### config.mk
export PLATFORM = sky130hd
export DESIGN_NAME = grant_dispatcher
export DESIGN_NICKNAME = d
export VERILOG_FILES = /design/src/rtl/grant_pkg.sv /design/src/rtl/grant_dispatcher_idx_decoder.sv /design/src/rtl/grant_dispatcher.sv
export SDC_FILE = /design/constraint.sdc
export NUM_CORES = 1
export LEC_CHECK = 0
export CAP_MARGIN = 25
export CORE_AREA = 4 4 41 43
export CTS_CLUSTER_DIAMETER = 150
export DETAILED_ROUTE_END_ITERATION = 7
export DIE_AREA = 0 0 45 47
export GPL_TIMING_DRIVEN = 0
export SYNTH_ARGS = -nofsm -noshare
export SYNTH_HDL_FRONTEND = slang
export SYNTH_HIERARCHICAL = 1
export SYNTH_SLANG_ARGS = --single-unit
### constraint.sdc
create_clock -name clk -period 1.6 [get_ports clk]
set_clock_uncertainty 0.05 [all_clocks]
set_input_delay 0.32 -clock clk [delete_from_list [all_inputs] [get_ports clk]]
set_output_delay 0.32 -clock clk [all_outputs]
set_load 0.02 [all_outputs]
### src/rtl/grant_pkg.sv
// Shared constants and FSM encoding for the grant dispatcher.
// Consumed by grant_dispatcher and idx_decoder.
package grant_pkg;

    localparam int NUM_REQ = 3;
    localparam int IDX_W   = 2;

    typedef enum logic [1:0] {
        IDLE    = 2'd0,
        GRANT   = 2'd1,
        RELEASE = 2'd2
    } state_t;

endpackage

### src/rtl/grant_dispatcher_idx_decoder.sv
// Encoded priority index to one-hot grant vector.
// Index 3 has no requester and is flagged as illegal.
module idx_decoder
    import grant_pkg::*;
(
    input  logic [IDX_W-1:0]   idx,
    output logic [NUM_REQ-1:0] onehot,
    output logic               illegal
);

    always_comb begin
        onehot  = '0;
        illegal = 1'b0;
        unique case (idx)
            2'd0:    onehot  = 3'b001;
            2'd1:    onehot  = 3'b010;
            2'd2:    onehot  = 3'b100;
            default: illegal = 1'b1;
        endcase
    end

endmodule

### src/rtl/grant_dispatcher.sv
// Single-grant dispatcher: IDLE -> GRANT -> RELEASE, all outputs registered.
// Optional hold-time watchdog enabled by defining GRANT_TIMEOUT_EN.
module grant_dispatcher
    import grant_pkg::*;
#(
    parameter int NUM_REQ = 3,
    parameter int TIMEOUT = 16
) (
    input  logic               clk,
    input  logic               rst,
    input  logic               idx_valid,
    input  logic [IDX_W-1:0]   idx,
    output logic               idx_ready,
    input  logic [NUM_REQ-1:0] done,
    output logic [NUM_REQ-1:0] gnt,
    output logic               busy,
    output logic               err,
    output logic               timeout
);

    state_t state_q, state_d;

    logic [NUM_REQ-1:0] dec_onehot;
    logic               dec_illegal;
    logic               accept;
    logic               release_hit;
    logic               to_hit;

    logic [NUM_REQ-1:0] gnt_d;
    logic               busy_d;
    logic               err_d;
    logic               timeout_d;
    logic               idx_ready_d;

    idx_decoder u_dec (
        .idx     (idx),
        .onehot  (dec_onehot),
        .illegal (dec_illegal)
    );

    assign accept      = idx_valid & idx_ready;
    assign release_hit = |(done & gnt);

`ifdef GRANT_TIMEOUT_EN
    localparam int CNT_W = $clog2(TIMEOUT + 1);

    logic [CNT_W-1:0] cnt_q;

    assign to_hit = (state_q == GRANT) && (cnt_q == CNT_W'(TIMEOUT));

    // First GRANT cycle reads 1, so the limit lands TIMEOUT cycles after grant
    always_ff @(posedge clk) begin
        if (rst || state_d != GRANT) begin
            cnt_q <= '0;
        end else if (state_q == IDLE) begin
            cnt_q <= CNT_W'(1);
        end else begin
            cnt_q <= cnt_q + CNT_W'(1);
        end
    end
`else
    logic unused_timeout_cfg;

    assign to_hit             = 1'b0;
    assign unused_timeout_cfg = (TIMEOUT != 0);
`endif

    always_ff @(posedge clk) begin
        if (rst) begin
            state_q   <= IDLE;
            gnt       <= '0;
            busy      <= 1'b0;
            err       <= 1'b0;
            timeout   <= 1'b0;
            idx_ready <= 1'b1;
        end else begin
            state_q   <= state_d;
            gnt       <= gnt_d;
            busy      <= busy_d;
            err       <= err_d;
            timeout   <= timeout_d;
            idx_ready <= idx_ready_d;
        end
    end

    always_comb begin
        state_d = state_q;
        unique case (state_q)
            IDLE: begin
                if (accept && !dec_illegal) begin
                    state_d = GRANT;
                end
            end
            GRANT: begin
                if (release_hit || to_hit) begin
                    state_d = RELEASE;
                end
            end
            RELEASE: state_d = IDLE;
            default: state_d = IDLE;
        endcase
    end

    // Release wins over timeout when both land in the same cycle
    always_comb begin
        gnt_d       = '0;
        if (state_d == GRANT) begin
            gnt_d = (state_q == IDLE) ? dec_onehot : gnt;
        end
        busy_d      = (state_d == GRANT);
        idx_ready_d = (state_d == IDLE);
        err_d       = (state_q == IDLE) && accept && dec_illegal;
        timeout_d   = to_hit && !release_hit;
    end

endmodule

==> results of run 1 <==
registers in the layout (all words and copies together), names as in the netlist:
register,count
state_q,2
err,1
busy,1
gnt,3
idx_ready,1
worst max-delay path: cells and delay by family:
family | cells | cell delay, ns
and+or+nand+nor | 1 | 0.27
buffers and inverters | 1 | 0.40
AOI/OAI and AO/OA | 2 | 0.63
cells in the mapped netlist:
library cell / count
nand2_1: 1
a2bb2oi_1: 1
dfxtp_1: 8
mux2i_1: 3
and2_2: 1
and2b_2: 1
buf_4: 1
nor3_1: 2
nor2_1: 5
nor3b_1: 1
conb_1: 1
nor2b_1: 1
clkbuf_2: 1
o21ai_0: 1
a222oi_1: 1
nor4_1: 3
nand4bb_4: 1
per-stage QoR:
step           hold WS, ns  setup TNS, ns  cell area (µm²)
4_1_cts              0.425              0              508
3_3_place_gp         0.424         -0.770              488
5_1_grt              0.441              0              513
2_1_floorplan        0.346              0              339
3_5_place_dp         0.424         -0.581              488
6_report             0.425              0              513
routing by layer:
layer	part of all wire	GRT usage	wire length, µm	vias up
met5	0	0	0	-
met3	0.10	0.0460	71	0
li1	-	-	-	151
met4	0	0.0526	0	0
met2	0.45	0.113	321	14
met1	0.44	0.0828	313	129
final timing paths:
check,end,cells past startpoint
worst max-delay path,gnt[0]$_SDFFE_PP0P_,4
worst min-delay path,state_q[1]$_SDFF_PP0_,2
worst max register to register,gnt[0]$_SDFFE_PP0P_,3
worst min register to register,state_q[1]$_SDFF_PP0_,2
repair_timing:
item / 4_1_cts / 5_1_grt
setup endpoints to repair: 2 / 3
resized for setup: 2 / 2
pin swaps: 0 / 1
hold endpoints to repair: 0 / 0
kinds of logic after synthesis:
| logic type | Yosys count | share of synthesized area |
|---|---|---|
| other | 1 | 0.0111 |
| AND/OR/NAND/NOR | 16 | 0.321 |
| multiplexers | 3 | 0.0886 |
| buffers and inverters | 2 | 0.0369 |
| AO/OA/AOI/OAI | 3 | 0.0701 |
| flip-flops | 8 | 0.472 |
final cells by class:
class,instances,area [µm²]
well taps,15,18.8
clock buffers,3,22.5
flip-flops and latches,8,160
multi-input cells,23,166
repair buffers,13,133
fillers,149,788
plain buffers,2,12.5
where the power goes:
group          leakage (nW)  total, mW  internal [mW]  switching, mW
combinational         0.163     0.0967         0.0521         0.0445
sequential           0.0654      0.220          0.212        0.00850
clock                0.0138      0.149         0.0855         0.0637
total                 0.242      0.466          0.349          0.117
==> results by group, run 1 <==
Synthesis
  • Synthesized area: 339 µm²
  • Area share of the largest cell type after synthesis: 0.472
  • Mapped Nets: 41
  • Seq/Total Area, Yosys: 0.472
  • Largest cells by area after synthesis: dfxtp_1, mux2i_1, nand4bb_4
  • Avg Inst Size Synth: 10.3 µm²
  • FF+latch count, synth: 8
  • Mapped Cells: 33
  • Warnings from Yosys: 6
  • Yosys cell types: 17
  • Leading area contributor after synthesis: dfxtp_1

Setup path
  • Crit-path max cell delay: 0.41 ns
  • Crit path max fanout: 5
  • Critical path type: input pin to flop
  • CP endpoint kind: flop
  • Worst path slowest cell: a222oi_1
  • Req. time, crit path: 1.70 ns
  • CP cell instances: clkdlybuf4s50_1 > a222oi_1 > a2bb2oi_1 > nor4_1
  • Startpoint Class: input pin
  • Worst endpoint data arrival time: 1.62 ns
  • Critical path startpoint: done[2]
  • Worst flop-to-flop path startpoint: gnt[2]$_SDFFE_PP0P_
  • R2r setup slk: 0.21 ns

CTS
  • CTS Buf Count: 3
  • CTS H-Tree Depth: 1
  • CTS Sinks: 8
  • Post-CTS setup buffers: 0
  • Clock root buffer: clkbuf_4
  • Worst-Skew Late Latency: 0.25 ns
  • CTS Hold Bufs: 0
  • Clock Tree Buf Depth: 2
  • Reg clk slew, reported paths: 0.05 ns
  • CTS tree: done

GRT
  • Total track usage: 0.0769
  • Vias in the first global route: 284
  • Gr ovfl total: 0
  • First-pass GRT wire length: 1.10 mm
  • Initial antenna violation count: 0
  • Largest net degree at the start of global routing: 9

Timing
  • RSZ-0062 raised after global routing: no
  • Fmax: 657 MHz
  • Fin. Hold Viols: 0
  • Final worst setup slack: 0.0773 ns
  • Max Slew Vio Count: 0
  • Final setup fails: 0
  • Min cycle time layout: 1.52 ns
  • Crit share post-route: 0.952

Floorplan
  • Initial Util: 0.261
  • Core box area: 1300 µm²
  • Die H: 47 µm
  • Die width: 45 µm
  • Die Area: 2120 µm²
  • Row cnt: 13
  • Boundary Pins: 15

Pwr
  • LEAKAGE: 0.242 nW
  • VDD IR max: 0.000421 V
  • Power Total: 0.466 mW
  • PwrDens: 908 nW/µm²

Detailed routing
  • Final ANT Viol Nets: 0
  • Routed WL: 706 µm
  • DR vias: 294
  • 1st-pass router iterations: 4
  • # DRC: 0
  • Wirelength per Cell: 11.0 µm
  • Drt via density: 4.59
  • DR iter-0 viols: 7

Job
  • Max cap viols: 0

Layout
  • Layout net count: 59
  • Fin cells: 64
  • Leading cell type in the layout, fill and taps excluded: clkdlybuf4s50_1
  • Number of antenna diodes: 0
  • Commonest non-fill, non-tap cells in the layout: clkdlybuf4s50_1, dfxtp_1, nor2_1
  • Area delta synth->final: 51.3%
  • Final Util: 0.394
  • Fraction of layout instances using a drive strength above 1: 0.163

Placed design
  • Setup WS pre-CTS: -0.154 ns
  • # placed instances: 61
  • Port Buf Inserts: 13
  • GPL Wtd Cong: 0.715
  • Dpl hpwl: 530 µm

Outcome
  • Outcome: finished, final reports clean

Hold path
  • HP Start: state_q[0]$_SDFF_PP0_
  • Hold Crit Class: flop to flop
(Power assumes the default switching activity.)
==> run 2: changes to the inputs <==
--- a/config.mk
+++ b/config.mk
@@ -11,6 +11,7 @@
 export DETAILED_ROUTE_END_ITERATION = 7
 export DIE_AREA = 0 0 45 47
 export GPL_TIMING_DRIVEN = 0
+export RECOVER_POWER = 25
 export SYNTH_ARGS = -nofsm -noshare
 export SYNTH_HDL_FRONTEND = slang
 export SYNTH_HIERARCHICAL = 1
==> run 2 against run 1 <==
Die area did not move. Cell count did not move. Total power fell by 0.11%. Sequential share of layout area did not move. Critical path depth did not move. Combinational power fell by 0.5%. Global-route usage did not move.
==> results by group, run 2 (synthesis results as in run 1) <==
Layout
  • Biggest register: gnt (unchanged)
  • Largest regs: gnt (3), state_q (2) (unchanged)
  • Commonest non-fill, non-tap cells in the layout: dfxtp_1, clkdlybuf4s50_1, nor2_1 (was clkdlybuf4s50_1, dfxtp_1, nor2_1)
  • Max reg flops: 3 (unchanged)
  • Fin cells: 64 (unchanged)
  • Layout net count: 59 (unchanged)
  • Fillers: 149 (unchanged)
  • Number of antenna diodes: 0 (unchanged)
  • Fraction of layout instances using a drive strength above 1: 0.163 (unchanged)
  • Area delta synth->final: 51.3% (unchanged)

Setup path
  • Startpoint Class: input pin (unchanged)
  • Delay-heaviest family, CP: compound AO/OA/AOI/OAI gates (unchanged)
  • Worst r2r path cells: 3 (unchanged)
  • Worst path depth: 4 (unchanged)
  • CP endpoint kind: flop (unchanged)
  • Buf/Inv on CP: 1 (unchanged)
  • Crit-path max cell delay: 0.41 ns (about the same)
  • CP cell instances: clkdlybuf4s50_1 > a222oi_1 > a2bb2oi_1 > nor4_1 (unchanged)
  • R2r setup slk: 0.21 ns (about the same)
  • Worst flop-to-flop path startpoint: gnt[2]$_SDFFE_PP0P_ (unchanged)
  • Crit path max fanout: 5 (unchanged)
  • Worst R2R End: gnt[0]$_SDFFE_PP0P_ (unchanged)
  • Worst endpoint data arrival time: 1.62 ns (about the same)
  • Req. time, crit path: 1.70 ns (about the same)
  • Critical path type: input pin to flop (unchanged)
  • Worst path slowest cell: a222oi_1 (unchanged)

Placed design
  • GPL Wtd Cong: 0.715 (unchanged)
  • Setup WS pre-CTS: -0.154 ns (unchanged)
  • Port Buf Inserts: 13 (unchanged)
  • Dpl hpwl: 530 µm (unchanged)
  • # placed instances: 61 (unchanged)

Timing
  • Fmax: 657 MHz (unchanged)
  • Hold Slack: 0.425 ns (unchanged)
  • Max Slew Vio Count: 0 (unchanged)
  • Final setup fails: 0 (unchanged)
  • Min cycle time layout: 1.52 ns (unchanged)
  • RSZ-0062 raised after global routing: no (unchanged)
  • Final worst setup slack: 0.0773 ns (unchanged)
  • Fin. Hold Viols: 0 (unchanged)
  • Crit share post-route: 0.952 (unchanged)

Floorplan
  • Die H: 47 µm (unchanged)
  • Die width: 45 µm (unchanged)
  • Boundary Pins: 15 (unchanged)
  • Initial Util: 0.261 (unchanged)
  • Row cnt: 13 (unchanged)
  • Die Area: 2120 µm² (unchanged)
  • Core box area: 1300 µm² (unchanged)

Detailed routing
  • Wirelength per Cell: 11.0 µm (unchanged)
  • DR iter-0 viols: 7 (unchanged)
  • DR vias: 294 (unchanged)
  • Routed WL: 706 µm (unchanged)
  • 1st-pass router iterations: 4 (unchanged)
  • # DRC: 0 (unchanged)
  • Drt via density: 4.59 (unchanged)
  • Final ANT Viol Nets: 0 (unchanged)

Pwr
  • LEAKAGE: 0.243 nW (was 0.242 nW)
  • PwrDens: 907 nW/µm² (was 908 nW/µm²)
  • VDD IR max: 0.000421 V (about the same)

CTS
  • CTS H-Tree Depth: 1 (unchanged)
  • CTS tree: done (unchanged)
  • Reg clk slew, reported paths: 0.05 ns (about the same)
  • Clock Tree Buf Depth: 2 (unchanged)
  • CTS Hold Bufs: 0 (unchanged)
  • CTS Sinks: 8 (unchanged)
  • Worst-Skew Late Latency: 0.25 ns (about the same)
  • CTS Buf Count: 3 (unchanged)
  • Clock root buffer: clkbuf_4 (unchanged)

GRT
  • Initial antenna violation count: 0 (unchanged)
  • Largest net degree at the start of global routing: 9 (unchanged)
  • Grt met2 use: 0.113 (unchanged)
  • Vias in the first global route: 284 (unchanged)
  • First-pass GRT wire length: 1.10 mm (unchanged)
  • Routing usage on met1: 0.0828 (unchanged)
  • Grt met3 use: 0.0460 (unchanged)
  • Grt peak-use layer: met2 (unchanged)
  • Total track usage: 0.0769 (unchanged)
  • Gr ovfl total: 0 (unchanged)

Hold path
  • Worst Hold Depth: 2 (unchanged)
  • HP Start: state_q[0]$_SDFF_PP0_ (unchanged)
  • Hold Crit Class: flop to flop (unchanged)
  • WHS Endpoint: state_q[1]$_SDFF_PP0_ (unchanged)

Job
  • Max cap viols: 0 (unchanged)

Outcome
  • Outcome: finished, final reports clean (unchanged)
==> run 2: cell count changes in the layout (fill, tap and decap cells not counted) <==
cell	previous run	this run
dlygate4sd3_1	0	1
clkdlybuf4s50_1	9	8
==> run 2: report_power, final <==
part / total, mW / switching (mW) / leakage (nW) / internal [mW]
sequential: 0.220 / 0.00850 / 0.0654 / 0.212
combinational: 0.0962 / 0.0445 / 0.163 / 0.0516
clock: 0.149 / 0.0637 / 0.0138 / 0.0855
total: 0.466 / 0.117 / 0.243 / 0.349
==> run 2: per-stage QoR <==
stage	setup TNS (ns)	power [mW]	util	cell area, µm²
after floorplan	0	0.278	-	339
after global placement	-0.770	0.323	0.375	488
after detailed placement	-0.581	0.324	0.375	488
after CTS	0	0.472	0.390	508
after global routing	0	0.490	0.394	513
final	0	0.466	0.394	513
==> run 2: worst max-delay path by stage <==
stage                                    from                   to  slack, ns
after CTS                 gnt[1]$_SDFFE_PP0P_               gnt[1]      0.002
after floorplan           gnt[2]$_SDFFE_PP0P_  gnt[0]$_SDFFE_PP0P_       0.35
after global routing                  done[2]  gnt[0]$_SDFFE_PP0P_       0.01
after global placement                done[2]  gnt[0]$_SDFFE_PP0P_      -0.21
after detailed placement              done[2]  gnt[2]$_SDFFE_PP0P_      -0.15
final                                 done[2]  gnt[0]$_SDFFE_PP0P_       0.08
==> run 2: area by class of cell <==
| cell class | instances | area, µm² | area share |
|---|---|---|---|
| clock buffer | 3 | 22.5 | 0.0439 |
| multi-input combinational | 23 | 166 | 0.324 |
| tap | 15 | 18.8 | 0.0366 |
| sequential | 8 | 160 | 0.312 |
| buffer | 2 | 12.5 | 0.0244 |
| timing repair buffer | 13 | 133 | 0.259 |
==> run 2: routing by layer <==
metal	wire length, µm	part of all wire
met1	313	0.44
met2	321	0.45
met3	71	0.10
met4	0	0
met5	0	0
==> run 2: tightest hold or removal path: cells and delay by family, from the launching register on <==
family | cells | cell delay (ns)
flops | 1 | 0.34
simple gates | 2 | 0.10
==> run 2: what timing repair did <==
action                                  CTS  global route
pin swaps                                 0             1
buffers inserted                          0             0
endpoints found under the setup margin    2             3
gates resized for setup                   2             2
